==> src/rtl/display_scan.sv <==
// rtl/display_scan.sv - six-digit multiplexed seven-segment scan driver with per-slot blanking
// Optional DISPLAY_SCAN_BRIGHTNESS_EN adds a 3-bit PWM brightness input on the digit enables.
module display_scan #(
    parameter int SCAN_DIV       = 50000,
    parameter int BLANK_CYCLES   = 8,
    parameter int SEG_ACTIVE_LOW = 1,
    parameter int AN_ACTIVE_LOW  = 1
) (
    input  logic       clk,
    input  logic       rst,
    input  logic [7:0] segdec,
    input  logic [7:0] seg,
    input  logic [7:0] mindec,
    input  logic [7:0] min,
    input  logic [7:0] hordec,
    input  logic [7:0] hor,
    input  logic [5:0] dp,
`ifdef DISPLAY_SCAN_BRIGHTNESS_EN
    input  logic [2:0] bright,
`endif
    output logic [7:0] seg_o,
    output logic [5:0] an_o,
    output logic       frame_start
);

    localparam int             CW        = (SCAN_DIV > 2) ? $clog2(SCAN_DIV) : 1;
    localparam logic [CW-1:0]  CNT_LAST  = CW'(SCAN_DIV - 1);
    localparam logic [CW-1:0]  CNT_BLANK = CW'(BLANK_CYCLES);
    localparam logic [7:0]     SEG_OFF   = (SEG_ACTIVE_LOW != 0) ? 8'hFF : 8'h00;
    localparam logic           DP_LIT    = (SEG_ACTIVE_LOW != 0) ? 1'b0 : 1'b1;
    localparam logic [5:0]     AN_OFF    = (AN_ACTIVE_LOW != 0) ? 6'h3F : 6'h00;

    logic [CW-1:0]   cnt_q, cnt_d;
    logic [2:0]      idx_q, idx_d;
    logic [5:0][7:0] snap_q, snap_d;
    logic [7:0]      seg_out_q, seg_out_d;
    logic [5:0]      an_out_q, an_out_d;
    logic            frame_start_q, frame_start_d;

    logic [5:0][6:0] pats;
    logic            cnt_wrap;
    logic            take_snap;
    logic            on_phase;
    logic            an_en;

    // Bit 7 of each pattern carries nothing; the decimal point comes from dp.
    logic unused_bits;
    assign unused_bits = ^{segdec[7], seg[7], mindec[7], min[7], hordec[7], hor[7]};

`ifdef DISPLAY_SCAN_BRIGHTNESS_EN
    logic [2:0] pw_q, pw_d;
    logic [2:0] bright_q, bright_d;
    logic [2:0] pw_cur;
`endif

    always_comb begin
        pats      = {hor[6:0], hordec[6:0], min[6:0], mindec[6:0], seg[6:0], segdec[6:0]};
        cnt_wrap  = (cnt_q == CNT_LAST);
        take_snap = (idx_q == 3'd0) && (cnt_q == '0);
        on_phase  = (cnt_q >= CNT_BLANK);

        cnt_d = cnt_wrap ? '0 : cnt_q + 1'b1;
        idx_d = idx_q;
        if (cnt_wrap) begin
            idx_d = (idx_q == 3'd5) ? 3'd0 : idx_q + 3'd1;
        end

        // dp is stored already converted to output level so ON just forwards snap.
        snap_d = snap_q;
        if (take_snap) begin
            for (int d = 0; d < 6; d++) begin
                snap_d[d] = {(dp[d] ? DP_LIT : ~DP_LIT), pats[d]};
            end
        end
    end

`ifdef DISPLAY_SCAN_BRIGHTNESS_EN
    always_comb begin
        bright_d = take_snap ? bright : bright_q;
        pw_cur   = (cnt_q == CNT_BLANK) ? 3'd0 : pw_q;
        pw_d     = on_phase ? pw_cur + 3'd1 : pw_q;
        an_en    = on_phase && (pw_cur <= bright_d);
    end
`else
    always_comb begin
        an_en = on_phase;
    end
`endif

    always_comb begin
        seg_out_d     = SEG_OFF;
        an_out_d      = AN_OFF;
        frame_start_d = take_snap;
        if (on_phase) begin
            seg_out_d = snap_d[idx_q];
        end
        if (an_en) begin
            an_out_d = AN_OFF ^ (6'd1 << idx_q);
        end
    end

    always_ff @(posedge clk) begin
        if (rst) begin
            cnt_q         <= '0;
            idx_q         <= 3'd0;
            snap_q        <= {6{SEG_OFF}};
            seg_out_q     <= SEG_OFF;
            an_out_q      <= AN_OFF;
            frame_start_q <= 1'b0;
        end else begin
            cnt_q         <= cnt_d;
            idx_q         <= idx_d;
            snap_q        <= snap_d;
            seg_out_q     <= seg_out_d;
            an_out_q      <= an_out_d;
            frame_start_q <= frame_start_d;
        end
    end

`ifdef DISPLAY_SCAN_BRIGHTNESS_EN
    always_ff @(posedge clk) begin
        if (rst) begin
            pw_q     <= 3'd0;
            bright_q <= 3'd0;
        end else begin
            pw_q     <= pw_d;
            bright_q <= bright_d;
        end
    end
`endif

    assign seg_o       = seg_out_q;
    assign an_o        = an_out_q;
    assign frame_start = frame_start_q;

endmodule
==> config.mk <==
export PLATFORM = sky130hd
export DESIGN_NAME = display_scan
export DESIGN_NICKNAME = d
export VERILOG_FILES = /design/src/rtl/display_scan.sv
export SDC_FILE = /design/constraint.sdc
export NUM_CORES = 1
export LEC_CHECK = 0
export BUFFER_PORTS_ARGS = -buffer_cell sky130_fd_sc_hd__buf_2
export CORE_MARGIN = 10
export CORE_UTILIZATION = 45
export CTS_BUF_LIST = sky130_fd_sc_hd__clkbuf_8
export CTS_CLUSTER_SIZE = 25
export DETAILED_ROUTE_END_ITERATION = 8
export GPL_TIMING_DRIVEN = 0
export PLACE_DENSITY = 0.72
export SETUP_SLACK_MARGIN = 0.3
export SYNTH_ARGS = -nofsm -noshare
export SYNTH_HDL_FRONTEND = slang
export SYNTH_SLANG_ARGS = --single-unit
==> constraint.sdc <==
create_clock -name clk -period 2.1 [get_ports clk]
set_input_delay 0.42 -clock clk [delete_from_list [all_inputs] [get_ports clk]]
set_output_delay 0.42 -clock clk [all_outputs]
set_load 0.01 [all_outputs]
**Word-level counts from Yosys, hierarchy flattened**

Cells that the tools add are included.

- Shift-type cells: 1
- Equal/unequal tests: 2
- Divide/modulo/power cells: 0
- Magnitude comparators: 2
- Multipliers: 0
- Muxes and demuxes: 10
- Bitwise operators: 2
- Reductions and logical operators: 5
- $add $sub $neg: 2

Operators by type and width:

| operator | count |
|---|---|
| $mux W48 | 1 |
| $bmux W8 S3 | 1 |
| $add A16 B1 Y16 const B | 1 |
| $eq A16 B16 Y1 const B | 1 |
| $ge A16 B4 Y1 const B | 1 |
| $logic_not A16 Y1 | 1 |
| $mux W8 | 1 |
| $mux W1 | 6 |
| $not A6 Y6 | 1 |
| $shl A1 B3 Y6 const A | 1 |
| $lt A3 B4 Y1 const B | 1 |
| $reduce_or A2 Y1 | 2 |
| $add A3 B1 Y3 const B | 1 |
| $eq A3 B3 Y1 const B | 1 |
| $logic_not A3 Y1 | 1 |
| $mux W3 | 1 |
| $logic_and A1 B1 Y1 | 1 |
| $not A1 Y1 | 1 |

- Register bits after elaboration: 82
- Memories kept: 0
- Bits in writable memories: 0
- Latch bits: 0
- ROM bits: 0
- Logic and storage cells: 35

**Longest topological paths before layout**

- Depth in word-level cells: 5
- Depth in mapped cells: 8

**Least setup slack after synthesis**

OpenSTA, ideal clock, no wires.

- Kind: register to register
- Start: reg cnt_q[13]
- End: reg seg_out_q[2] (netlist: seg_o[2])
- Data required time: 1.957 ns
- Data arrival time: 1.818 ns
- Slack: 0.139 ns
- Stages on the path, launching flop included: 6
- Setup time: 0.143 ns
- Clock period less this slack: 1.961 ns
- Cell sequence: dfxtp_1 -> or4_4 -> or4_4 -> buf_6 -> nor3_2 -> o311ai_1

- Longest elaborated chain between the ends: 5

RTL lines:

| what | line | text |
|---|---|---|
| from (decl) | 33 | `logic [CW-1:0] cnt_q, cnt_d;` |
| from (signal assigned) | 111 | `cnt_q <= cnt_d;` |
| $logic_not A16 Y1 | 59 | `take_snap = (idx_q == 3'd0) && (cnt_q == '0);` |
| $logic_and A1 B1 Y1 | 59 |  |
| $mux W48 | 70 | `if (take_snap) begin` |
| $bmux W8 S3 | 95 | `seg_out_d = snap_d[idx_q];` |
| $mux W8 (implied by the code) | 95 |  |
| to (signal assigned) | 114 | `seg_out_q <= seg_out_d;` |
| to (decl) | 36 | `logic [7:0] seg_out_q, seg_out_d;` |

Parallel ways exist; a longest one is shown, timed or not. The select of a mux whose other input is x is not followed.
A chain may end at the register's enable or synchronous reset.

**Worst setup path in the final report**

- Start: reg cnt_q[12]
- End: reg snap_q[27] (netlist name)

- Longest elaborated chain between the ends: 3

RTL lines:

| what | line | text |
|---|---|---|
| $logic_not A16 Y1 | 59 |  |
| $logic_and A1 B1 Y1 | 59 |  |
| $mux W48 | 70 |  |
| to (signal assigned) | 106 | `snap_q <= {6{SEG_OFF}};` |
| to (signal assigned) | 113 | `snap_q <= snap_d;` |
| to (decl) | 35 | `logic [5:0][7:0] snap_q, snap_d;` |

Every way passes these cells.

==> flow_summary.yaml <==
status:
  status: "complete, no violations"
sta:
  slew_headroom_pct: 55.8
  hold_violations: 0
  worst_pin_slew_ns: 0.663
  rsz0062_at_grt: "yes"
  skew_ns: 0.0129
  clock.fmax_mhz: 476
  post-route-period-util_pct: 99.9
  holdWs_ns: 0.328
  drv_slew: 0
  post-route-min-period_ns: 2.10
  setup_viol: 0
pwr:
  p_leak_nw: 2.00
  power.density_mw_per_mm2: 820
  ir_drop_uv: 377
  finalPower_mw: 3.83
worst_setup_path:
  endpoint: "snap_q[27]"
  crit_type: "flip-flop to flip-flop"
  rr_endpoint: "snap_q[27]"
  crit_arrival_ns: 2.36
  cp-end-kind: "flip-flop"
  rr_worst_depth: 6
  r2r_setup_slack_ns: 0.001
  critPathRequiredTime_ns: 2.36
  r2r_start: "cnt_q[12]"
  cp_max_fo: 5
  crit_start: "cnt_q[12]"
  critPathLaunchType: "flip-flop"
floorplan:
  die_h_um: 109
  start_util_pct: 46.4
  die_x_um: 109
  core_mm2: 0.00773
  core.rowCount: 32
  dieArea_mm2: 0.0119
  ios: 71
synthesis:
  yosysTopAreaCell: "dfxtp_1"
  seq_area_frac_synth_pct: 45.8
  synth_seq_cells: 82
  syn_avg_cell_area_um2: 9.68
  yosys_warnings: 0
  synth_edf_count: 0
  syn_area_mm2: 0.00358
  ys_dominant_reg_cell: "dfxtp_1"
  synthDistinctLibCells: 44
  synth_top_area_share_pct: 45.8
  synth_area_leaders: "dfxtp_1 46%, a211o_1 11%, and3_1 7.5%"
  netlist_instances: 370
  synthesis.nets: 429
  async_flop_share_pct: 0
cts:
  cts-root-buf: "clkbuf_8"
  clk_pin_slew_ns: 0.10
  clock_latency_ns: 0.37
  cts_max_path_buffers: 2
  cts_made_buffers: 9
  h-tree-depth: 3
  cts_tree: "built"
  cts.sinks: 82
  hold_buffers: 0
drt:
  wirelength_mm: 10.2
  postRouteAntennaNets: 0
  drt_iter0_markers: 124
  via_count: 3245
  drtPass1Iterations: 5
  drc: 0
  vias_per_cell: 5.74
  wire_per_inst_um: 18.1
place:
  port_buffers: 63
  place.gp.congestion: 0.912
  hpwl_mm: 7.13
layout:
  syn2layout_area_growth_pct: 30.4
  diodes: 0
  fillers: 654
  finalNetCount: 517
  layout-drive-gt1-share_pct: 32.2
grt:
  grt_pass1_wl_mm: 16.1
  grt_max_degree: 16
  antenna_found_initial: 0
  grt_pass1_vias: 3239
  grt_use_total_pct: 17.0
  grt-ovfl-total: 0
job:
  cap_viol_max_count: 0
worst_hold_path:
  holdCritPathClass: "input pin to flip-flop"
logic make-up (layout without fill, tap and decap cells):
| logic type | count (synthesis) | in the layout | synth area share (%) |
|---|---|---|---|
| simple gates | 130 | 130 | 20.5 |
| compound gates | 87 | 87 | 19.2 |
| flops | 82 | 82 | 45.8 |
| buf+inv | 39 | 132 | 5.48 |
| mux | 18 | 18 | 5.31 |
| xor+xnor | 11 | 11 | 2.69 |
| fa+ha+maj | 3 | 3 | 1.05 |
registers in the layout, indices dropped and copies added (netlist names):
name         cells
an_o             6
snap_q          48
idx_q            3
frame_start      1
cnt_q           16
seg_o            8
power by group:
| group | leakage, nW | switching, mW | internal [mW] |
|---|---|---|---|
| logic | 1.20 | 0.282 | 0.381 |
| clock network | 0.120 | 0.617 | 0.800 |
| registers | 0.679 | 0.0774 | 1.68 |
layout make-up:
class                           instances  area [um^2]  share of cell area, %
Buffer                                 34          249                   5.33
Inverter                                5         18.8                  0.401
Timing Repair Buffer                   77          522                   11.2
Multi-Input combinational cell        249         1860                   39.7
Clock inverter                          7          124                   2.65
Sequential cell                        82         1650                   35.4
Tap cell                              102          128                   2.73
Clock buffer                            9          124                   2.65
per-layer routing:
metal | global-route usage (%) | up-vias | wire length, um
met3 | 4.84 | 20 | 760
met2 | 27.8 | 116 | 4960
met1 | 20.0 | 1554 | 4200
li1 | - | 1555 | -
met5 | 0 | - | 0
met4 | 8.55 | 0 | 312
cell usage in the layout, fill, tap and decap left out, drive strengths merged, types with 8 or more instances in the layout:
cell type,count
nor3,15
buf,89
mux2i,10
xor2,9
and3,43
nand2,18
clkbuf,31
a211o,44
mux2,8
dfxtp,82
nor2,18
a21oi,10
metrics by stage:
step                      worst slack [ns]  cell area [um^2]  std cells  util (%)   TNS, ns
after floorplan                      0.151              3600        370         -         0
after global placement              -0.269              4050        535      52.4    -11.33
after detailed placement            -0.315              4050        535      52.4    -13.52
after CTS                         -0.00400              4580        562      59.2  -0.00680
after global routing               -0.0697              4670        565      60.5     -1.65
final                              0.00118              4670        565      60.5         0
cell usage after synthesis, drive strengths merged, types with 3 or more instances:
master / n
o211ai: 4
o311ai: 4
inv: 4
nand2: 18
and3: 43
a21oi: 10
mux2i: 10
o21ai: 5
nor4: 3
buf: 13
dfxtp: 82
a22oi: 4
or3: 4
o221ai: 4
nand3: 6
a211o: 44
nand4: 7
mux2: 8
ha: 3
clkbuf: 21
nor3: 15
xor2: 9
nor2: 18
and2: 4
or4: 5
o21bai: 7
repair_timing:
item / CTS / global route
buffers inserted: 8 / 1
gates cloned: 3 / 2
setup endpoints to repair: 75 / 74
pin swaps: 27 / 19
resized for setup: 39 / 21
how the worst min path moves through the flow:
stage	startpoint	to	slack [ns]	depth (start not counted)
final	segdec[1]	snap_q[1]	0.33	3
after global routing	segdec[1]	snap_q[1]	0.35	3
after CTS	segdec[6]	seg_o[6]	0.32	3
after detailed placement	snap_q[40]	snap_q[40]	0.45	1
after global placement	snap_q[40]	snap_q[40]	0.44	1
after floorplan	cnt_q[0]	cnt_q[0]	0.43	1
worst max-delay path: stages, from the launching register on:
cell,delay [ns]
dfxtp_4,0.34
or4_4,0.56
nor4_4,0.35
nand2_2,0.16
buf_12,0.17
buf_8,0.13
a211o_1,0.28
No activity file was read; power rests on OpenSTA's default activity.
